File: src/rtl/ctrl_pkg.sv
// Shared definitions for the ctrl_pipe control unit: opcodes, ALU ops,
// control-word bit positions and instruction field ranges.
package ctrl_pkg;

  // Control word and ALU op widths produced by the decoder
  localparam int SIG_BITS = 10;
  localparam int ALU_BITS = 4;

  // Primary opcodes
  localparam logic [5:0] OP_R     = 6'h00;
  localparam logic [5:0] OP_JMP   = 6'h02;
  localparam logic [5:0] OP_JAL   = 6'h03;
  localparam logic [5:0] OP_BEQ   = 6'h04;
  localparam logic [5:0] OP_BNE   = 6'h05;
  localparam logic [5:0] OP_ADDI  = 6'h08;
  localparam logic [5:0] OP_ADDIU = 6'h09;
  localparam logic [5:0] OP_SLTI  = 6'h0A;
  localparam logic [5:0] OP_SLTIU = 6'h0B;
  localparam logic [5:0] OP_ANDI  = 6'h0C;
  localparam logic [5:0] OP_ORI   = 6'h0D;
  localparam logic [5:0] OP_XORI  = 6'h0E;
  localparam logic [5:0] OP_LUI   = 6'h0F;
  localparam logic [5:0] OP_LW    = 6'h23;
  localparam logic [5:0] OP_SW    = 6'h2B;

  // R-type function codes that need special handling
  localparam logic [5:0] FN_JR = 6'h08;

  // ALU operations handed to EX
  localparam logic [ALU_BITS-1:0] ALU_NOP  = 4'd0;
  localparam logic [ALU_BITS-1:0] ALU_FUNC = 4'd1;
  localparam logic [ALU_BITS-1:0] ALU_ADD  = 4'd2;
  localparam logic [ALU_BITS-1:0] ALU_ADDU = 4'd3;
  localparam logic [ALU_BITS-1:0] ALU_AND  = 4'd4;
  localparam logic [ALU_BITS-1:0] ALU_OR   = 4'd5;
  localparam logic [ALU_BITS-1:0] ALU_XOR  = 4'd6;
  localparam logic [ALU_BITS-1:0] ALU_SLL  = 4'd7;
  localparam logic [ALU_BITS-1:0] ALU_SLT  = 4'd8;
  localparam logic [ALU_BITS-1:0] ALU_SLTU = 4'd9;

  // Control word bit positions
  localparam int SIG_JUMP       = 0;
  localparam int SIG_BRANCH     = 1;
  localparam int SIG_MEMWRITE   = 2;
  localparam int SIG_REGWRITE   = 3;
  localparam int SIG_MEMTOREG   = 4;
  localparam int SIG_ALUSRC_IMM = 5;
  localparam int SIG_LINK       = 6;
  localparam int SIG_REGDST_RD  = 7;
  localparam int SIG_ZEXT       = 8;
  localparam int SIG_BNE        = 9;

  // Instruction field ranges
  localparam int F_OP_HI  = 31;
  localparam int F_OP_LO  = 26;
  localparam int F_RS_HI  = 25;
  localparam int F_RS_LO  = 21;
  localparam int F_RT_HI  = 20;
  localparam int F_RT_LO  = 16;
  localparam int F_RD_HI  = 15;
  localparam int F_RD_LO  = 11;
  localparam int F_FN_HI  = 5;
  localparam int F_FN_LO  = 0;
  localparam int F_IMM_HI = 15;
  localparam int F_IMM_LO = 0;

endpackage

File: src/rtl/ctrl_decode.sv
// Purely combinational instruction decoder: control word, ALU op,
// destination register, source-use flags and illegal-opcode flag.
module ctrl_decode
  import ctrl_pkg::*;
(
  input  logic [31:0]         i_instr,
  output logic [SIG_BITS-1:0] o_sig,
  output logic [ALU_BITS-1:0] o_alu,
  output logic [4:0]          o_wr,
  output logic [15:0]         o_imm,
  output logic                o_usesRs,
  output logic                o_usesRt,
  output logic                o_illegal
);

  logic [5:0] w_op;
  logic [5:0] w_fn;
  logic [4:0] w_rt;
  logic [4:0] w_rd;

  assign w_op  = i_instr[F_OP_HI:F_OP_LO];
  assign w_fn  = i_instr[F_FN_HI:F_FN_LO];
  assign w_rt  = i_instr[F_RT_HI:F_RT_LO];
  assign w_rd  = i_instr[F_RD_HI:F_RD_LO];
  assign o_imm = i_instr[F_IMM_HI:F_IMM_LO];

  // Opcode decode; rs is assumed used unless the instruction ignores it
  always_comb begin
    o_sig     = '0;
    o_alu     = ALU_NOP;
    o_usesRs  = 1'b1;
    o_usesRt  = 1'b0;
    o_illegal = 1'b0;
    case (w_op)
      OP_R: begin
        o_usesRt = 1'b1;
        if (w_fn == FN_JR) begin
          o_sig[SIG_JUMP] = 1'b1;
        end else begin
          o_sig[SIG_REGDST_RD] = 1'b1;
          o_sig[SIG_REGWRITE]  = 1'b1;
          o_alu                = ALU_FUNC;
        end
      end
      OP_LW: begin
        o_sig[SIG_ALUSRC_IMM] = 1'b1;
        o_sig[SIG_MEMTOREG]   = 1'b1;
        o_sig[SIG_REGWRITE]   = 1'b1;
        o_alu                 = ALU_ADD;
      end
      OP_SW: begin
        o_sig[SIG_ALUSRC_IMM] = 1'b1;
        o_sig[SIG_MEMWRITE]   = 1'b1;
        o_alu                 = ALU_ADD;
        o_usesRt              = 1'b1;
      end
      OP_BEQ: begin
        o_sig[SIG_BRANCH] = 1'b1;
        o_usesRt          = 1'b1;
      end
      OP_BNE: begin
        o_sig[SIG_BRANCH] = 1'b1;
        o_sig[SIG_BNE]    = 1'b1;
        o_usesRt          = 1'b1;
      end
      OP_JMP: begin
        o_sig[SIG_JUMP] = 1'b1;
        o_usesRs        = 1'b0;
      end
      OP_JAL: begin
        o_sig[SIG_JUMP]     = 1'b1;
        o_sig[SIG_LINK]     = 1'b1;
        o_sig[SIG_REGWRITE] = 1'b1;
        o_usesRs            = 1'b0;
      end
      OP_ADDI, OP_ADDIU, OP_SLTI, OP_SLTIU, OP_LUI: begin
        o_sig[SIG_ALUSRC_IMM] = 1'b1;
        o_sig[SIG_REGWRITE]   = 1'b1;
        case (w_op)
          OP_ADDI:  o_alu = ALU_ADD;
          OP_ADDIU: o_alu = ALU_ADDU;
          OP_SLTI:  o_alu = ALU_SLT;
          OP_SLTIU: o_alu = ALU_SLTU;
          default: begin
            o_alu    = ALU_SLL;
            o_usesRs = 1'b0;
          end
        endcase
      end
      OP_ANDI, OP_ORI, OP_XORI: begin
        o_sig[SIG_ALUSRC_IMM] = 1'b1;
        o_sig[SIG_REGWRITE]   = 1'b1;
        o_sig[SIG_ZEXT]       = 1'b1;
        case (w_op)
          OP_ANDI: o_alu = ALU_AND;
          OP_ORI:  o_alu = ALU_OR;
          default: o_alu = ALU_XOR;
        endcase
      end
      default: begin
        o_usesRs  = 1'b0;
        o_illegal = 1'b1;
      end
    endcase
  end

  // Destination: $31 for links, rd for R-type, rt otherwise, $0 when nothing is written
  always_comb begin
    o_wr = 5'd0;
    if (o_sig[SIG_REGWRITE]) begin
      if (o_sig[SIG_LINK])           o_wr = 5'd31;
      else if (o_sig[SIG_REGDST_RD]) o_wr = w_rd;
      else                           o_wr = w_rt;
    end
  end

endmodule

File: src/rtl/ctrl_pipe.sv
// ID-stage control unit with ID/EX register, load-use scoreboard and flush.
// Optional performance counters are enabled by defining CTRL_PIPE_PERF_EN.
module ctrl_pipe
  import ctrl_pkg::*;
#(
  parameter int SIG_W    = 10,
  parameter int ALU_W    = 4,
  parameter int LOAD_LAT = 1
)(
  input  logic             clk,
  input  logic             rst_n,
  input  logic             id_valid,
  input  logic [31:0]      id_instr,
  output logic             id_ready,
  input  logic             flush,
  input  logic             ex_ready,
  output logic             ex_valid,
  output logic [SIG_W-1:0] ex_sig,
  output logic [ALU_W-1:0] ex_alu,
  output logic [4:0]       ex_rs,
  output logic [4:0]       ex_rt,
  output logic [4:0]       ex_wr,
  output logic [15:0]      ex_imm,
  output logic             ex_illegal
`ifdef CTRL_PIPE_PERF_EN
  ,
  output logic [31:0]      perf_stall,
  output logic [31:0]      perf_flush
`endif
);

  logic [SIG_BITS-1:0] w_sig;
  logic [ALU_BITS-1:0] w_alu;
  logic [4:0]          w_wr;
  logic [15:0]         w_imm;
  logic                w_usesRs;
  logic                w_usesRt;
  logic                w_illegal;
  logic [4:0]          w_rs;
  logic [4:0]          w_rt;
  logic                w_match;
  logic                w_hazard;
  logic                w_issue;
  logic                w_slotValid [LOAD_LAT];
  logic [4:0]          w_slotDest  [LOAD_LAT];

  logic                r_valid;
  logic [SIG_W-1:0]    r_sig;
  logic [ALU_W-1:0]    r_alu;
  logic [4:0]          r_rs;
  logic [4:0]          r_rt;
  logic [4:0]          r_wr;
  logic [15:0]         r_imm;
  logic                r_illegal;

  ctrl_decode u_decode (
    .i_instr   (id_instr),
    .o_sig     (w_sig),
    .o_alu     (w_alu),
    .o_wr      (w_wr),
    .o_imm     (w_imm),
    .o_usesRs  (w_usesRs),
    .o_usesRt  (w_usesRt),
    .o_illegal (w_illegal)
  );

  assign w_rs = id_instr[F_RS_HI:F_RS_LO];
  assign w_rt = id_instr[F_RT_HI:F_RT_LO];

  // Slot 0 is the load currently sitting in ID/EX; no separate storage needed
  assign w_slotValid[0] = r_valid && r_sig[SIG_MEMTOREG] && (r_wr != 5'd0);
  assign w_slotDest[0]  = r_wr;

  // Older loads shift down the scoreboard whenever EX advances
  for (genvar g = 1; g < LOAD_LAT; g++) begin : g_slot
    logic       r_slotValid;
    logic [4:0] r_slotDest;

    // One scoreboard stage; holds while EX is stalled
    always_ff @(posedge clk) begin
      if (!rst_n) begin
        r_slotValid <= 1'b0;
        r_slotDest  <= 5'd0;
      end else if (ex_ready) begin
        r_slotValid <= w_slotValid[g-1];
        r_slotDest  <= w_slotDest[g-1];
      end
    end

    assign w_slotValid[g] = r_slotValid;
    assign w_slotDest[g]  = r_slotDest;
  end

  // Compare each used, non-$0 source against every in-flight load
  always_comb begin
    w_match = 1'b0;
    for (int i = 0; i < LOAD_LAT; i++) begin
      if (w_slotValid[i]) begin
        if (w_usesRs && (w_rs != 5'd0) && (w_rs == w_slotDest[i])) w_match = 1'b1;
        if (w_usesRt && (w_rt != 5'd0) && (w_rt == w_slotDest[i])) w_match = 1'b1;
      end
    end
  end

  // A flush consumes and drops the ID instruction even when it would stall
  assign w_hazard = id_valid && w_match;
  assign id_ready = ex_ready && (!w_hazard || flush);
  assign w_issue  = id_valid && !w_hazard && !flush;

  // ID/EX register: load decoded fields or a zeroed bubble when EX advances
  always_ff @(posedge clk) begin
    if (!rst_n) begin
      r_valid   <= 1'b0;
      r_sig     <= '0;
      r_alu     <= '0;
      r_rs      <= 5'd0;
      r_rt      <= 5'd0;
      r_wr      <= 5'd0;
      r_imm     <= 16'd0;
      r_illegal <= 1'b0;
    end else if (ex_ready) begin
      if (w_issue) begin
        r_valid   <= 1'b1;
        r_sig     <= SIG_W'(w_sig);
        r_alu     <= ALU_W'(w_alu);
        r_rs      <= w_rs;
        r_rt      <= w_rt;
        r_wr      <= w_wr;
        r_imm     <= w_imm;
        r_illegal <= w_illegal;
      end else begin
        r_valid   <= 1'b0;
        r_sig     <= '0;
        r_alu     <= '0;
        r_rs      <= 5'd0;
        r_rt      <= 5'd0;
        r_wr      <= 5'd0;
        r_imm     <= 16'd0;
        r_illegal <= 1'b0;
      end
    end
  end

  assign ex_valid   = r_valid;
  assign ex_sig     = r_sig;
  assign ex_alu     = r_alu;
  assign ex_rs      = r_rs;
  assign ex_rt      = r_rt;
  assign ex_wr      = r_wr;
  assign ex_imm     = r_imm;
  assign ex_illegal = r_illegal;

`ifdef CTRL_PIPE_PERF_EN
  logic [31:0] r_perfStall;
  logic [31:0] r_perfFlush;

  // Count load-use stall cycles and flushed live ID instructions
  always_ff @(posedge clk) begin
    if (!rst_n) begin
      r_perfStall <= 32'd0;
      r_perfFlush <= 32'd0;
    end else begin
      if (w_hazard && !flush && ex_ready) r_perfStall <= r_perfStall + 32'd1;
      if (flush && id_valid)              r_perfFlush <= r_perfFlush + 32'd1;
    end
  end

  assign perf_stall = r_perfStall;
  assign perf_flush = r_perfFlush;
`endif

endmodule

File: config.mk
export PLATFORM = sky130hd
export DESIGN_NAME = ctrl_pipe
export DESIGN_NICKNAME = d
export VERILOG_FILES = /design/src/rtl/ctrl_pkg.sv /design/src/rtl/ctrl_decode.sv /design/src/rtl/ctrl_pipe.sv
export SDC_FILE = /design/constraint.sdc
export NUM_CORES = 1
export LEC_CHECK = 0
export CAP_MARGIN = 20
export CORE_MARGIN = 3
export CORE_UTILIZATION = 40
export DETAILED_ROUTE_END_ITERATION = 10
export DONT_BUFFER_PORTS = 1
export GPL_ROUTABILITY_DRIVEN = 0
export PLACE_DENSITY = 0.58
export SLEW_MARGIN = 20
export SYNTH_ARGS = -nofsm -noshare
export SYNTH_HDL_FRONTEND = slang
export SYNTH_HIERARCHICAL = 1
export SYNTH_SLANG_ARGS = --single-unit
File: constraint.sdc
create_clock -name clk -period 2.64 [get_ports clk]
set_input_delay 0.264 -clock clk [delete_from_list [all_inputs] [get_ports clk]]
set_output_delay 0.264 -clock clk [all_outputs]
set_load 0.005 [all_outputs]
**Yosys cells after proc, flatten, opt, wreduce, memory -nomap -nowiden**

Cells that the tools add are included.

- Bits in registers: 47
- Input port bits: 37
- Output and inout port bits: 48

- Equality and inequality tests: 17
- Multiplexer cells: 34
- Reductions and logical operators: 28

Operators by type and width:

| cell | count |
|---|---|
| $eq 6x4->1 const B | 9 |
| $pmux 4 s4 | 2 |
| $mux 5 | 6 |
| $reduce_or 10->1 | 2 |
| $mux 1 | 19 |
| $mux 16 | 1 |
| $reduce_bool 5->1 | 3 |
| $reduce_or 15->1 | 1 |
| $eq 6x2->1 const B | 2 |
| $eq 6x3->1 const B | 2 |
| $eq 6x6->1 const B | 2 |
| $eq 5x5->1 | 2 |
| $logic_and 1x1->1 | 10 |
| $mux 10 | 1 |
| $reduce_or 4->1 | 2 |
| $reduce_or 8->1 | 1 |
| $logic_not 6->1 | 1 |
| $pmux 1 s2 | 3 |
| $reduce_or 2->1 | 3 |
| $reduce_or 5->1 | 1 |
| $mux 4 | 1 |
| $pmux 2 s2 | 1 |
| $reduce_or 3->1 | 1 |
| $logic_not 1->1 | 2 |
| $logic_or 1x1->1 | 1 |

**Logic depth before layout (Yosys ltp)**

Gate-level depths: netlist (run 1).

- Depth after elaboration: 14
- Depth in mapped cells: 10
- Mapped depth without buffers: 6

**Modules after synthesis**

Netlist (run 1), hierarchy kept.

Modules (own cells, without submodules):

| module | instances | cells each | area each (um2) |
|---|---|---|---|
| ctrl_pipe | 1 | 229 | 2,083.2 |
| ctrl_decode | 1 | 83 | 578.1 |

**Least setup slack after synthesis (run 1)**

No wires, ideal clock.

- Kind: in2reg
- Start: input port id_instr[29]
- End: register r_alu[0] (netlist: ex_alu[0])
- Setup time: 0.118 ns
- Arrival: 1.927 ns
- Data required time: 2.522 ns
- Path slack: 0.595 ns
- Stages: 9
- Path through: buf_6 > or3_1 > o22a_1 > nor2_1 > o2111ai_1 > nor4_1 > buf_6 > buf_4 > o31ai_2

- Elaborated cells between the ends (all ways): 37
- Those cells by class: 12 x eq/ne; 10 x mux; 15 x reduce/logical

RTL lines:

| element | RTL line | text |
|---|---|---|
| start: declaration | ctrl_pipe.sv:13 | `input logic [31:0] id_instr,` |
| $eq 6x6->1 (tied with other cells) | ctrl_decode.sv:34 | `case (w_op)` |
| $reduce_or 4->1 (no line) (*) | -- |  |
| $mux 1 (*) | ctrl_decode.sv:34 |  |
| via w_usesRt | ctrl_pipe.sv:37 | `logic w_usesRt;` |
| $logic_and 1x1->1 (*) (2 in series) | ctrl_pipe.sv:100 | `if (w_usesRt && (w_rt != 5'd0) && (w_rt == w_slotDest[i])) w_match = 1'b1;` |
| $mux 1 (*) | ctrl_pipe.sv:100 |  |
| $mux 1 (*) | ctrl_pipe.sv:98 | `if (w_slotValid[i]) begin` |
| $logic_and 1x1->1 (*) | ctrl_pipe.sv:106 | `assign w_hazard = id_valid && w_match;` |
| $logic_not 1->1 (*) | ctrl_pipe.sv:108 | `assign w_issue = id_valid && !w_hazard && !flush;` |
| $logic_and 1x1->1 (*) (2 in series) | ctrl_pipe.sv:108 |  |
| $mux 4 (*) | ctrl_pipe.sv:122 | `if (w_issue) begin` |
| end signal: assignment | ctrl_pipe.sv:125 | `r_alu <= ALU_W'(w_alu);` |
| end: declaration | ctrl_pipe.sv:49 | `logic [ALU_W-1:0] r_alu;` |

The timed path passes the listed nets; every way through them passes the cells marked *.
A chain may end at the register's enable or synchronous reset.

**Worst setup path in the final report (run 1)**

- Start: register r_wr[2] (netlist: ex_wr[2])
- End: output port id_ready

- Longest elaborated chain between the ends: 9
- Elaborated cells between the ends (all ways): 13
- Those cells by class: 2 x eq/ne; 3 x mux; 8 x reduce/logical

Ends and longest elaborated chain:

| element | RTL line | text |
|---|---|---|
| start: declaration | ctrl_pipe.sv:52 | `logic [4:0] r_wr;` |
| start signal: assignment | ctrl_pipe.sv:128 | `r_wr <= w_wr;` |
| $eq 5x5->1 | ctrl_pipe.sv:99 | `if (w_usesRs && (w_rs != 5'd0) && (w_rs == w_slotDest[i])) w_match = 1'b1;` |
| $logic_and 1x1->1 | ctrl_pipe.sv:99 |  |
| $mux 1 | ctrl_pipe.sv:99 |  |
| $mux 1 | ctrl_pipe.sv:100 |  |
| $mux 1 (*) | ctrl_pipe.sv:98 |  |
| $logic_and 1x1->1 (*) | ctrl_pipe.sv:106 |  |
| $logic_not 1->1 (*) | ctrl_pipe.sv:107 | `assign id_ready = ex_ready && (!w_hazard \|\| flush);` |
| $logic_or 1x1->1 (*) | ctrl_pipe.sv:107 |  |
| $logic_and 1x1->1 (*) | ctrl_pipe.sv:107 |  |
| end: declaration | ctrl_pipe.sv:14 | `output logic id_ready,` |

Mark *: on every way between the ends. The rest lies on a longest branch, timed or not.

==> impl_metrics.py, run 1 <==
metrics = {
    "route": {
        "finalWirelength_mm": 6.23,
        "final_antenna_net_count": 0,
        "post_drt_via_cell_ratio": 5.48,
        "routedWlPerCell_um": 17.1,
        "drc": 0,
        "drtPass1Iterations": 4,
        "drt_iter0_markers": 115,
        "vias": 2000,
    },
    "timing": {
        "setup_violations": 0,
        "slew_headroom": 0.597,
        "timing.final.crit_share": 0.797,
        "timing.final.ws_setup_ps": 536,
        "finClkSkew_ps": 5.44,
        "max_freq_mhz": 475,
        "worst_pin_slew_ps": 600,
        "setup_tns_ps": 0,
        "rsz0062_at_grt": "false",
        "hold_viol": 0,
        "period_needed_ps": 2100,
        "drv_slew": 0,
    },
    "finish": {
        "final_area_um2": 2690,
        "fin_util": 0.421,
        "drive_gt1_frac": 0.188,
        "layout_common_cells": "inv_1, nand2_1, dfxtp_1, o31ai_2, o31ai_1",
        "final_common_cell": "inv_1",
        "ff_latch_area_um2": 941,
        "multiInputGateArea_um2": 1290,
        "nets": 324,
        "area_growth_pct": 1.13,
        "antenna_cells": 0,
        "final_cells": 365,
        "fill_cells": 671,
    },
    "clock_tree": {
        "clk_pin_slew_ps": 90,
        "cts.sinks": 47,
        "cts-root-buf": "clkbuf_8",
        "postCtsSetupRepairBufs": 0,
        "hold_buffers": 0,
        "cts_tree": "done",
        "ctsResizeCount": 0,
        "cts_buffer_depth": 2,
        "cts_buffers": 5,
        "clock_latency_ps": 300,
        "cts_max_level": 2,
    },
    "pwr": {
        "p_per_area_nw_per_um2": 483,
        "p_leak_uw": 0.00103,
        "irDropWorstVdd_v": 0.000192,
    },
    "synthesis": {
        "synth_seq_cells": 47,
        "syn_inst": 312,
        "synth_area_per_cell_um2": 8.53,
        "synth_cell_types": 46,
        "yosysSeqAreaShare": 0.354,
        "syn_area_um2": 2660,
        "yosys_warnings": 6,
        "synthesis.nets": 349,
    },
    "critical_path": {
        "cp_cell_sequence": "or4_1 -> o2111ai_1 -> o31ai_1 -> nor2_1",
        "cp-end-kind": "output pin",
        "cp_slowest_stage_delay_ps": 590,
        "r2r_start": "ex_wr[2]$_SDFFE_PN0P_",
        "startpoint_type": "flip-flop",
        "cp_slowest_cell": "or4_1",
        "cp.required_ps": 2380,
        "crit_fanout": 6,
        "critPathLaunch": "ex_wr[2]$_SDFFE_PN0P_",
        "rr_worst_depth": 5,
        "worstSetupPathType": "flip-flop to output pin",
        "worstPathArrival_ps": 1840,
    },
    "placement": {
        "port_buffers": 0,
        "place_ws_ps": 543,
        "placed_cells": 357,
        "hpwl_mm": 4.55,
        "dpl_cell_area_um2": 2600,
    },
    "global_routing": {
        "grt_overflow_total": 0,
        "grt_pass1_vias": 1890,
        "grt_max_degree": 43,
        "grt_pass1_wl_mm": 9.86,
        "gr-usage-all-layers": 0.167,
        "antenna_found_initial": 0,
    },
    "die": {
        "rows": 29,
        "die_y_um": 87.6,
        "die_w_um": 87.6,
        "start_util": 0.417,
        "die_area_um2": 7670,
        "io_pins": 85,
        "core_area_um2": 6390,
    },
    "worst_hold_path": {
        "hold_start": "id_instr[17]",
        "worstHoldPathType": "input port to flip-flop",
        "whs_path_depth": 2,
    },
    "outcome": {
        "status": "complete, no violations",
    },
    "flow_run": {
        "cap_violations": 0,
    },
}
-- synth_stat cells, drive strengths merged --
cell / number / area share
o21bai: 1 / 0.0042
buf: 30 / 0.086
nor2b: 6 / 0.014
a2111oi: 1 / 0.0033
nor2: 7 / 0.0099
o41ai: 1 / 0.0033
a21o: 1 / 0.0028
or3: 2 / 0.0047
dfxtp: 47 / 0.35
o21ai: 3 / 0.0056
nor3: 2 / 0.0080
nand4b: 1 / 0.0033
o22a: 1 / 0.0033
nor4: 7 / 0.022
o32ai: 5 / 0.016
nand4: 1 / 0.0024
or3b: 1 / 0.0033
and4bb: 1 / 0.0047
nor4b: 1 / 0.0033
o21a: 2 / 0.0056
o211ai: 1 / 0.0047
clkbuf: 8 / 0.011
or4: 1 / 0.0028
o2111ai: 2 / 0.0066
xnor2: 8 / 0.026
and2: 4 / 0.010
and3: 1 / 0.0024
nand2: 50 / 0.073
o211a: 1 / 0.0038
inv: 53 / 0.075
nand2b: 2 / 0.0047
a21oi: 6 / 0.011
nand3: 2 / 0.0038
or4b: 1 / 0.0052
o31ai: 48 / 0.19
and4: 1 / 0.0033
nand3b: 2 / 0.0056
-- cell type report --
| type | instances | area share |
|---|---|---|
| clock buffers | 7 | 0.0321 |
| inverters | 53 | 0.0739 |
| repair buffers | 6 | 0.0260 |
| clock inverters | 1 | 0.00325 |
| flip-flops and latches | 47 | 0.350 |
| well taps | 77 | 0.0358 |
| multi-input cells | 174 | 0.479 |
-- where the power goes --
group / internal, µW / switching [µW] / total [µW]
clock: 215 / 253 / 468
combinational: 42.1 / 59.5 / 102
sequential: 721 / 10.3 / 731
-- registers in the layout, indices dropped and copies added, names as in the netlist --
register	count
ex_rs	5
ex_valid	1
ex_rt	5
ex_imm	16
ex_illegal	1
ex_sig	10
ex_wr	5
ex_alu	4
-- through the flow --
stage               hold slack (ps)  power, µW
CTS                            80.9       1320
global route                   76.3       1370
detailed placement              416        850
global placement                410        849
floorplan                       409        856
finish                         90.1       1300
-- critical path: cells and delay by family, from the launching register on --
| family | cells | cell delay [ps] |
|---|---|---|
| AO/OA/AOI/OAI | 2 | 360 |
| flip-flops | 1 | 420 |
| AND/OR/NAND/NOR | 2 | 760 |
-- cells by family after synthesis --
kind of cell,share of synthesized area
AND/OR/NAND/NOR,0.187
buffers and inverters,0.172
AO/OA/AOI/OAI,0.261
XOR/XNOR,0.0263
flip-flops,0.354
-- final timing paths --
check | end | slack, ps
setup / recovery | id_ready | 540
hold / removal | ex_rt[1]$_SDFFE_PN0P_ | 90
setup reg to reg | ex_imm[14]$_SDFFE_PN0P_ | 670
hold reg to reg | ex_rt[1]$_SDFFE_PN0P_ | 480
-- metal layers --
metal  GRT usage  routed length, µm  vias to the layer above
met1       0.203               2670                      937
met2       0.273               2980                       65
met5           0                  0                        -
met4      0.0628                108                        0
met3      0.0555                481                        9
li1            -                  -                      989
(Power assumes the default switching activity.)
==> run 2, diff against run 1 <==
Settings changed: PLACE_DENSITY 0.58 to 0.6.
Clock period 2.64 ns to 1.72 ns, I/O delays scaled along.
==> run 2 against run 1 <==
Effect of this change:
- the flow now finishes with violations (setup timing)
- sequential power rose by 53%
- sequential share of layout area fell by 6.8 points
- total power grew 65%
- critical endpoint is now ex_wr[1]$_SDFFE_PN0P_
- clock skew rose by 5.6 ps
- clock power is 69% higher
- sequential cell count stayed put
- worst hold slack got worse by 76 ps
- largest cell class unchanged
- setup slack worse by 690 ps
==> impl_metrics.py, run 2 (synthesized netlist as in run 1, its figures left out) <==
metrics = {
    "critical_path": {
        "cp.required_ps": 1940,
        "worstSetupPathType": "flip-flop to flip-flop",
        "worstPathArrival_ps": 2090,
        "startpoint_type": "flip-flop",
        "crit_fanout": 16,
        "cp-end-kind": "flip-flop",
    },
    "timing": {
        "max_freq_mhz": 535,
        "worst_pin_slew_ps": 592,
        "period_needed_ps": 1870,
        "timing.final.ws_setup_ps": -151,
        "drv_slew": 0,
        "setup_tns_ps": -5020,
        "slew_headroom": 0.602,
        "holdWs_ps": 13.9,
        "setup_violations": 48,
        "hold_viol": 0,
        "rsz0062_at_grt": "true",
        "finClkSkew_ps": 11.1,
        "timing.final.crit_share": 1.09,
    },
    "finish": {
        "largest_reg_flops": 16,
        "nets": 346,
        "layout_common_cells": "inv_1, nand2_1, dfxtp_1, o31ai_2, o31ai_4",
        "final_area_um2": 3360,
        "final_cells": 386,
        "drive_gt1_frac": 0.343,
        "fill_cells": 565,
        "area_growth_pct": 26.3,
        "antenna_cells": 0,
        "final_common_cell": "inv_1",
    },
    "die": {
        "die_area_um2": 7670,
        "io_pins": 85,
        "rows": 29,
        "die_w_um": 87.6,
        "die_y_um": 87.6,
        "core_area_um2": 6390,
        "start_util": 0.417,
    },
    "outcome": {
        "violations": "setup timing",
        "status": "finished, violations left",
    },
    "clock_tree": {
        "cts_tree": "done",
        "clock_latency_ps": 300,
        "cts.sinks": 47,
        "cts_buffer_depth": 2,
        "cts_buffers": 5,
        "clk_pin_slew_ps": 90,
        "cts-root-buf": "clkbuf_8",
        "cts_max_level": 2,
    },
    "placement": {
        "placed_cells": 368,
        "dpl_cell_area_um2": 2750,
        "place_ws_ps": -174,
        "hpwl_mm": 4.90,
        "port_buffers": 0,
    },
    "route": {
        "final_antenna_net_count": 0,
        "routedWlPerCell_um": 18.9,
        "drtPass1Iterations": 4,
        "met2_length_mm": 3.45,
        "wl_met1_mm": 3.11,
        "drc": 0,
        "top_layer_used": "met4",
        "finalWirelength_mm": 7.28,
        "drt_iter0_markers": 70,
        "vias": 2120,
        "route.met3.wl_um": 580,
        "post_drt_via_cell_ratio": 5.49,
    },
    "global_routing": {
        "grt_max_degree": 39,
        "grt_overflow_total": 0,
        "grt_pass1_wl_mm": 10.6,
        "antenna_found_initial": 0,
        "gr-usage-all-layers": 0.179,
        "grt_pass1_vias": 1969,
    },
    "pwr": {
        "irDropWorstVdd_v": 0.000338,
        "p_leak_uw": 0.00127,
        "p_per_area_nw_per_um2": 638,
    },
    "flow_run": {
        "cap_violations": 0,
    },
    "worst_hold_path": {
        "worstHoldPathType": "input port to flip-flop",
    },
}
==> run 2: cell types whose count changed in the layout (fill, tap and decap cells not counted), sizes merged <==
cell	before	now
bufbuf	0	1
dlygate4sd3	0	2
buf	6	23
bufinv	0	1
clkinv	1	0
clkbuf	7	8
==> run 2: final cells by class <==
| cell class | instances | area [µm²] | share of cell area |
|---|---|---|---|
| multi-input cells | 174 | 1670 | 0.496 |
| flip-flops and latches | 47 | 946 | 0.281 |
| repair buffers | 28 | 350 | 0.104 |
| inverters | 53 | 199 | 0.0592 |
| well taps | 77 | 96.3 | 0.0287 |
| clock buffers | 6 | 72.6 | 0.0216 |
| clock inverters | 1 | 30.0 | 0.00894 |
==> run 2: report_power, final <==
part	total (µW)	internal, µW	switching (µW)	leakage [µW]
Combinational	230	106	125	0.000836
Sequential	1120	1110	14.6	0.000382
Clock	792	427	365	0.0000513
==> run 2: final timing paths <==
kind	startpoint	to	slack (ps)	depth (start not counted)
setup / recovery	ex_wr[2]$_SDFFE_PN0P_	ex_wr[1]$_SDFFE_PN0P_	-150	6
hold / removal	id_instr[5]	ex_imm[5]$_SDFFE_PN0P_	10	2
setup reg to reg	ex_wr[2]$_SDFFE_PN0P_	ex_wr[1]$_SDFFE_PN0P_	-150	6
hold reg to reg	ex_imm[6]$_SDFFE_PN0P_	ex_imm[6]$_SDFFE_PN0P_	490	2
==> run 2: through the flow <==
step	total power (µW)	util
floorplan	1330	-
global placement	1330	0.431
detailed placement	1330	0.431
CTS	2130	0.481
global route	2220	0.526
finish	2140	0.526
==> run 2: routing by layer <==
metal  up-vias  GRT usage
li1       1031          -
met1      1018      0.224
met2        61      0.276
met3        10     0.0724
met4         0     0.0697
met5         -          0
==> run 2: timing repair <==
item	CTS	global route
setup buffers	4	2
endpoints found under the hold margin	2	0
pin swaps	1	18
gates resized for setup	21	45
gates cloned	3	3
setup endpoints to repair	48	48
hold buffers	2	0
==> run 2: worst max-delay path: stages (launching register included) <==
cell	delay (ps)
dfxtp_2	340
or4_4	540
o211ai_4	250
buf_6	140
nor4_4	70
buf_6	200
o31ai_2	230
